[src/rtl/mem_bank_bl_wl_programmer_if.sv]
// Configuration word stream between the bitstream loader (master) and the bank programmer (slave).
interface mem_bank_bl_wl_programmer_if #(
    parameter int DATA_W = 8
);
    logic              cfg_valid;
    logic              cfg_ready;
    logic [DATA_W-1:0] cfg_data;

    modport master (output cfg_valid, output cfg_data, input cfg_ready);
    modport slave  (input cfg_valid, input cfg_data, output cfg_ready);
endinterface

[src/rtl/mem_bank_bl_wl_programmer.sv]
// Programs a bl/wl configuration bank: packs stream words into one bitline row,
// then strobes that row's wordline, walking rows 0..NUM_WL-1.
module mem_bank_bl_wl_programmer #(
    parameter int NUM_BL   = 66,
    parameter int NUM_WL   = 66,
    parameter int DATA_W   = 8,
    parameter int WL_PULSE = 2,
    parameter int ROW_W    = 7
) (
    input  logic                      prog_clk_i,
    input  logic                      prog_reset_i,
    input  logic                      start_i,
    mem_bank_bl_wl_programmer_if.slave cfg,
    output logic [0:NUM_BL-1]         bl_o,
    output logic [0:NUM_WL-1]         wl_o,
    output logic                      busy_o,
    output logic                      done_o,
    output logic [ROW_W-1:0]          row_idx_o
);
    localparam int WPR   = (NUM_BL + DATA_W - 1) / DATA_W;
    localparam int PTR_W = $clog2(WPR * DATA_W + 1);
    localparam int PC_W  = (WL_PULSE > 1) ? $clog2(WL_PULSE) : 1;
    localparam int BI_W  = (NUM_BL > 1) ? $clog2(NUM_BL) : 1;

    localparam logic [2:0] S_IDLE  = 3'd0;
    localparam logic [2:0] S_LOAD  = 3'd1;
    localparam logic [2:0] S_SETUP = 3'd2;
    localparam logic [2:0] S_PULSE = 3'd3;
    localparam logic [2:0] S_HOLD  = 3'd4;
    localparam logic [2:0] S_DONE  = 3'd5;

    logic [2:0]        state_q, state_d;
    logic [ROW_W-1:0]  row_q, row_d;
    logic [PTR_W-1:0]  ptr_q, ptr_d;
    logic [PC_W-1:0]   pcnt_q, pcnt_d;
    logic [0:NUM_BL-1] bl_q, bl_d;
    logic [0:NUM_WL-1] wl_q, wl_d;
    logic              rdy_q, rdy_d;
    logic              busy_q, busy_d;
    logic              done_q, done_d;
    logic              xfer, last_word, last_row;

    // Bits of the word that land past the end of the row are dropped.
    function automatic logic [0:NUM_BL-1] merge_word(input logic [0:NUM_BL-1] row,
                                                     input logic [PTR_W-1:0]  ptr,
                                                     input logic [DATA_W-1:0] word);
        logic [0:NUM_BL-1] r;
        logic [BI_W-1:0]   k;
        r = row;
        for (int j = 0; j < DATA_W; j++) begin
            if (int'(ptr) + j < NUM_BL) begin
                k    = BI_W'(int'(ptr) + j);
                r[k] = word[j];
            end
        end
        return r;
    endfunction

    // rdy_q is only ever high in LOAD, so a transfer implies LOAD.
    assign xfer      = cfg.cfg_valid & rdy_q;
    assign last_word = (int'(ptr_q) + DATA_W >= NUM_BL);
    assign last_row  = (row_q == ROW_W'(NUM_WL - 1));

    always_comb begin
        state_d = state_q;
        row_d   = row_q;
        ptr_d   = ptr_q;
        pcnt_d  = pcnt_q;
        bl_d    = bl_q;
        wl_d    = wl_q;
        rdy_d   = rdy_q;
        busy_d  = busy_q;
        done_d  = done_q;
        case (state_q)
            S_IDLE, S_DONE: begin
                if (start_i) begin
                    state_d = S_LOAD;
                    row_d   = '0;
                    ptr_d   = '0;
                    bl_d    = '0;
                    rdy_d   = 1'b1;
                    busy_d  = 1'b1;
                    done_d  = 1'b0;
                end
            end
            S_LOAD: begin
                if (xfer) begin
                    bl_d  = merge_word(bl_q, ptr_q, cfg.cfg_data);
                    ptr_d = ptr_q + PTR_W'(DATA_W);
                    if (last_word) begin
                        state_d = S_SETUP;
                        rdy_d   = 1'b0;
                    end
                end
            end
            S_SETUP: begin
                state_d = S_PULSE;
                pcnt_d  = '0;
                for (int k = 0; k < NUM_WL; k++) begin
                    wl_d[k] = (row_q == ROW_W'(k));
                end
            end
            S_PULSE: begin
                if (pcnt_q == PC_W'(WL_PULSE - 1)) begin
                    state_d = S_HOLD;
                    wl_d    = '0;
                end else begin
                    pcnt_d = pcnt_q + PC_W'(1);
                end
            end
            S_HOLD: begin
                bl_d = '0;
                if (last_row) begin
                    state_d = S_DONE;
                    done_d  = 1'b1;
                    busy_d  = 1'b0;
                end else begin
                    state_d = S_LOAD;
                    row_d   = row_q + ROW_W'(1);
                    ptr_d   = '0;
                    rdy_d   = 1'b1;
                end
            end
            default: begin
                state_d = S_IDLE;
                wl_d    = '0;
                rdy_d   = 1'b0;
            end
        endcase
    end

    // Async reset so wl drops mid-pulse without waiting for a prog_clk edge.
    always_ff @(posedge prog_clk_i or posedge prog_reset_i) begin
        if (prog_reset_i) begin
            state_q <= S_IDLE;
            row_q   <= '0;
            ptr_q   <= '0;
            pcnt_q  <= '0;
            bl_q    <= '0;
            wl_q    <= '0;
            rdy_q   <= 1'b0;
            busy_q  <= 1'b0;
            done_q  <= 1'b0;
        end else begin
            state_q <= state_d;
            row_q   <= row_d;
            ptr_q   <= ptr_d;
            pcnt_q  <= pcnt_d;
            bl_q    <= bl_d;
            wl_q    <= wl_d;
            rdy_q   <= rdy_d;
            busy_q  <= busy_d;
            done_q  <= done_d;
        end
    end

    assign cfg.cfg_ready = rdy_q;
    assign bl_o          = bl_q;
    assign wl_o          = wl_q;
    assign busy_o        = busy_q;
    assign done_o        = done_q;
    assign row_idx_o     = row_q;
endmodule

[src/flat_wrapper.sv]
// flat-port wrapper written by rule: the top's interface ports become plain ports
module mem_bank_bl_wl_programmer_flat 
#(
    parameter int NUM_BL   = 66,
    parameter int NUM_WL   = 66,
    parameter int DATA_W   = 8,
    parameter int WL_PULSE = 2,
    parameter int ROW_W    = 7
)
  (prog_clk_i, prog_reset_i, start_i, bl_o, wl_o, busy_o, done_o, row_idx_o, cfg_cfg_valid, cfg_cfg_data, cfg_cfg_ready);
  mem_bank_bl_wl_programmer_if #(.DATA_W(DATA_W)) cfg_i ();
  input  logic prog_clk_i;
  input  logic prog_reset_i;
  input  logic start_i;
  output logic [0:NUM_BL-1] bl_o;
  output logic [0:NUM_WL-1] wl_o;
  output logic busy_o;
  output logic done_o;
  output logic [ROW_W-1:0] row_idx_o;
  input wire logic [$bits(cfg_i.cfg_valid)-1:0] cfg_cfg_valid;
  input wire logic [$bits(cfg_i.cfg_data)-1:0] cfg_cfg_data;
  output wire logic [$bits(cfg_i.cfg_ready)-1:0] cfg_cfg_ready;
  assign cfg_i.cfg_valid = cfg_cfg_valid;
  assign cfg_i.cfg_data = cfg_cfg_data;
  assign cfg_cfg_ready = cfg_i.cfg_ready;
  mem_bank_bl_wl_programmer #(.NUM_BL(NUM_BL), .NUM_WL(NUM_WL), .DATA_W(DATA_W), .WL_PULSE(WL_PULSE), .ROW_W(ROW_W)) u_core (.prog_clk_i(prog_clk_i), .prog_reset_i(prog_reset_i), .start_i(start_i), .cfg(cfg_i), .bl_o(bl_o), .wl_o(wl_o), .busy_o(busy_o), .done_o(done_o), .row_idx_o(row_idx_o));
endmodule
[config.mk]
export PLATFORM = sky130hd
export DESIGN_NAME = mem_bank_bl_wl_programmer_flat
export DESIGN_NICKNAME = d
export VERILOG_FILES = /design/src/rtl/mem_bank_bl_wl_programmer_if.sv /design/src/rtl/mem_bank_bl_wl_programmer.sv /design/src/flat_wrapper.sv
export SDC_FILE = /design/constraint.sdc
export NUM_CORES = 1
export LEC_CHECK = 0
export CAP_MARGIN = 30
export CORE_MARGIN = 2
export CORE_UTILIZATION = 60
export DETAILED_ROUTE_END_ITERATION = 10
export DONT_BUFFER_PORTS = 1
export PLACE_DENSITY_LB_ADDON = 0.15
export RECOVER_POWER = 50
export SLEW_MARGIN = 20
export SYNTH_ARGS = -nofsm -noshare
export SYNTH_HDL_FRONTEND = slang
export SYNTH_SLANG_ARGS = --single-unit
[constraint.sdc]
create_clock -name prog_clk_i -period 8.3 [get_ports prog_clk_i]
set_input_delay 1.66 -clock prog_clk_i [delete_from_list [all_inputs] [get_ports prog_clk_i]]
set_output_delay 1.66 -clock prog_clk_i [all_outputs]
set_load 0.005 [all_outputs]
==> impl_metrics.env <==
export IMPL_status="complete, but fails checks"
export IMPL_failed_checks="capacitance limit, slew limit"
export IMPL_start_util_pct=62.3
export IMPL_dp_slack_ns=4.82
export IMPL_grt_usage_pct=27.5
export IMPL_num_fill_cells=784
export IMPL_grt_first_pass_wirelength_mm=24.6
export IMPL_synth_distinct_cells=53
export IMPL_drt_total_wl_mm=15.3
export IMPL_synth_top_area_share_pct=57.8
export IMPL_yosysWarnings=0
export IMPL_synth_seq_area_share_pct=57.8
export IMPL_worst_pin_slew_ns=2.84
export IMPL_cts_htree_levels=4
export IMPL_clockRootBuffer="clkbuf_8"
export IMPL_synthArstFlopShare_pct=100
export IMPL_arrival_ns=4.69
export IMPL_ctsResizeCount=0
export IMPL_antenna_found_initial=0
export IMPL_place_congestion=0.788
export IMPL_synth_edf_count=0
export IMPL_ys_ff_latch=150
export IMPL_ios=154
export IMPL_syn_num_nets=618
export IMPL_grt_pass1_vias=4617
export IMPL_fp_dieW_um=108
export IMPL_hpwl_mm=10.3
export IMPL_cp_end_kind="asynchronous set/reset pin"
export IMPL_setup_viol=0
export IMPL_synth_top_area_cell="dfrtp_1"
export IMPL_leakage_nw=3.47
export IMPL_clkTransAtPathRegs_ns=0.06
export IMPL_ctsHoldBuffers=0
export IMPL_wl_met2_mm=7.37
export IMPL_num_vias=4483
export IMPL_yosys_top_cells_area="dfrtp_1, mux2i_1, nand2_1"
export IMPL_fin_ws_ns=3.62
export IMPL_final_area_um2=7100
export IMPL_antenna_left=0
export IMPL_syn_area_um2=6490
export IMPL_slew_headroom_pct=-89.4
export IMPL_clock_sinks=150
export IMPL_wl_met3_mm=1.54
export IMPL_synth_ff_type="dfrtp_1"
export IMPL_fmax_mhz=214
export IMPL_drv_cap=2
export IMPL_core_um2=10400
export IMPL_firstDrtPassIters=4
export IMPL_dr_first_iter_drc_count=334
export IMPL_rows=37
export IMPL_gr_total_overflow=0
export IMPL_synthCells=598
export IMPL_final_setup_skew_ns=0.0142
export IMPL_setup_worst_path_start_class="input pin"
export IMPL_cts_tree="done"
export IMPL_die_area_um2=11700
export IMPL_vias_per_cell=6.13
export IMPL_avgSynthCellArea_um2=10.9
export IMPL_vdd_drop_max_v=0.000210
export IMPL_fp_dieH_um=108
export IMPL_place_area_um2=6510
export IMPL_cp_max_fo=80
export IMPL_clockBufferDepth=2
export IMPL_cts_setup_buffers=0
export IMPL_cts_made_buffers=17
export IMPL_rsz0062_at_grt="false"
export IMPL_routed_top_layer="met4"
export IMPL_clk_latency_ns=0.53
export IMPL_nNetsFinal=602
export IMPL_power_density_nw_per_um2=345
export IMPL_p_total_mw=2.45
export IMPL_drc=0
export IMPL_tns_ns=0
export IMPL_port_buffers=0
export IMPL_wire_per_inst_um=20.9
export IMPL_slew_violations=74
export IMPL_fin_crit_sh_pct=56.3
export IMPL_areaGrowthSynthToFinish_pct=9.42
export IMPL_hold_viol_final=0
export IMPL_n_antenna_cell=0
export IMPL_m1WireLength_mm=6.10
export IMPL_drive_above_1_share_pct=8.40
export IMPL_hp_class="reg -> reg"
export IMPL_grt_max_degree=97
export IMPL_required_ns=8.31
export IMPL_fin_crit_ns=4.68
export IMPL_critPathKind="in -> async"
==> layout by cell type (no fill, tap or decap), types with 3 or more instances in the layout <==
master     netlist  routed
a21o_1           7       7
a21oi_1          6       6
a22o_1          27      27
bufinv_16        0       3
clkbuf_1        21       5
clkbuf_16        0      16
clkinv_2         0       4
dfrtp_1        150     150
ha_1             8       8
inv_1           12      11
mux2i_1         49      49
nand2_1        121     121
nand2_2          4       4
nand2b_1         6       6
nand3_1         16      16
nand3_2          5       5
nor2_1          16      16
nor2b_1          8       8
nor3_1           5       5
nor3b_1          5       7
o21ai_0         49      48
o22ai_1          3       3
o2bb2ai_1       17      17
or3_1            5       5
==> through the flow <==
step / hold slack (ns) / cells / util (%)
global placement: 0.489 / 697 / 62.5
floorplan: 0.473 / 598 / -
global route: 0.528 / 731 / 68.2
CTS: 0.517 / 729 / 68.0
finish: 0.511 / 731 / 68.2
detailed placement: 0.501 / 697 / 62.5
==> sequential cells by signal, indices dropped and copies added, names as in the netlist <==
name and cells:
u_core.bl_o 66, u_core.done_o 1, u_core.cfg.cfg_ready 1, u_core.state_q 3, u_core.pcnt_q 1, u_core.busy_o 1, u_core.row_idx_o 7, u_core.ptr_q 4
u_core.wl_o 66
==> cell usage after synthesis (3+ instances only) <==
master       n
a21o_1       7
a21oi_1      6
a22o_1      27
and2_1       3
buf_1        4
buf_2        9
buf_4        3
buf_6        3
clkbuf_1    21
dfrtp_1    150
ha_1         8
inv_1       12
mux2i_1     49
nand2_1    121
nand2_2      4
nand2b_1     6
nand3_1     16
nand3_2      5
nor2_1      16
nor2b_1      8
nor3_1       5
nor3b_1      5
o21ai_0     49
o22ai_1      3
o2bb2ai_1   17
or3_1        5
==> critical path, cell delays in order <==
cell        delay (ns)
clkinvlp_2        0.47
buf_16            0.40
clkbuf_1          2.04
==> area by class of cell <==
class                      count  area (µm²)  area share, %
tap                          136         170           2.40
clock inverter                12         153           2.15
sequential                   150        3750           52.8
multi-input combinational    396        2490           35.1
inverter                      12        46.3          0.652
timing repair buffer           5        62.6          0.881
clock buffer                  20         425           5.99
==> cells by family after synthesis <==
kind of cell               share of synthesized area [%]
muxes                                               7.73
DFF                                                 57.8
AOI/OAI and AO/OA                                   13.1
buffers and inverters                               3.70
adders and majority gates                           1.54
and+or+nand+nor                                     15.7
xor gates and xnor gates                           0.405
==> where the power goes <==
| part | internal [mW] | total, mW | switching (mW) |
|---|---|---|---|
| Clock | 0.459 | 0.754 | 0.296 |
| Combinational | 0.230 | 0.621 | 0.392 |
| Sequential | 0.889 | 1.08 | 0.188 |
==> metal layers <==
layer / vias to the layer above / track usage, %
li1: 2050 / -
met1: 2222 / 34.1
met2: 189 / 43.8
met3: 22 / 11.2
met4: 0 / 9.62
met5: - / 0
==> final timing paths <==
| path | start | endpoint | slack, ns | cells after the start |
|---|---|---|---|---|
| min in group asynchronous | prog_reset_i | u_core.bl_o[28] | 1.12 | 1 |
| max in group prog_clk_i | u_core.state_q[1] | u_core.wl_o[36] | 4.82 | 4 |
| worst max-delay path | prog_reset_i | u_core.wl_o[20] | 3.62 | 3 |
| worst min-delay path | u_core.wl_o[20] | u_core.wl_o[20] | 0.51 | 2 |
| worst min register to register | u_core.wl_o[20] | u_core.wl_o[20] | 0.51 | 2 |
| worst max register to register | u_core.state_q[1] | u_core.wl_o[36] | 4.82 | 4 |
Note: power is estimated with default switching activity, not from simulation.
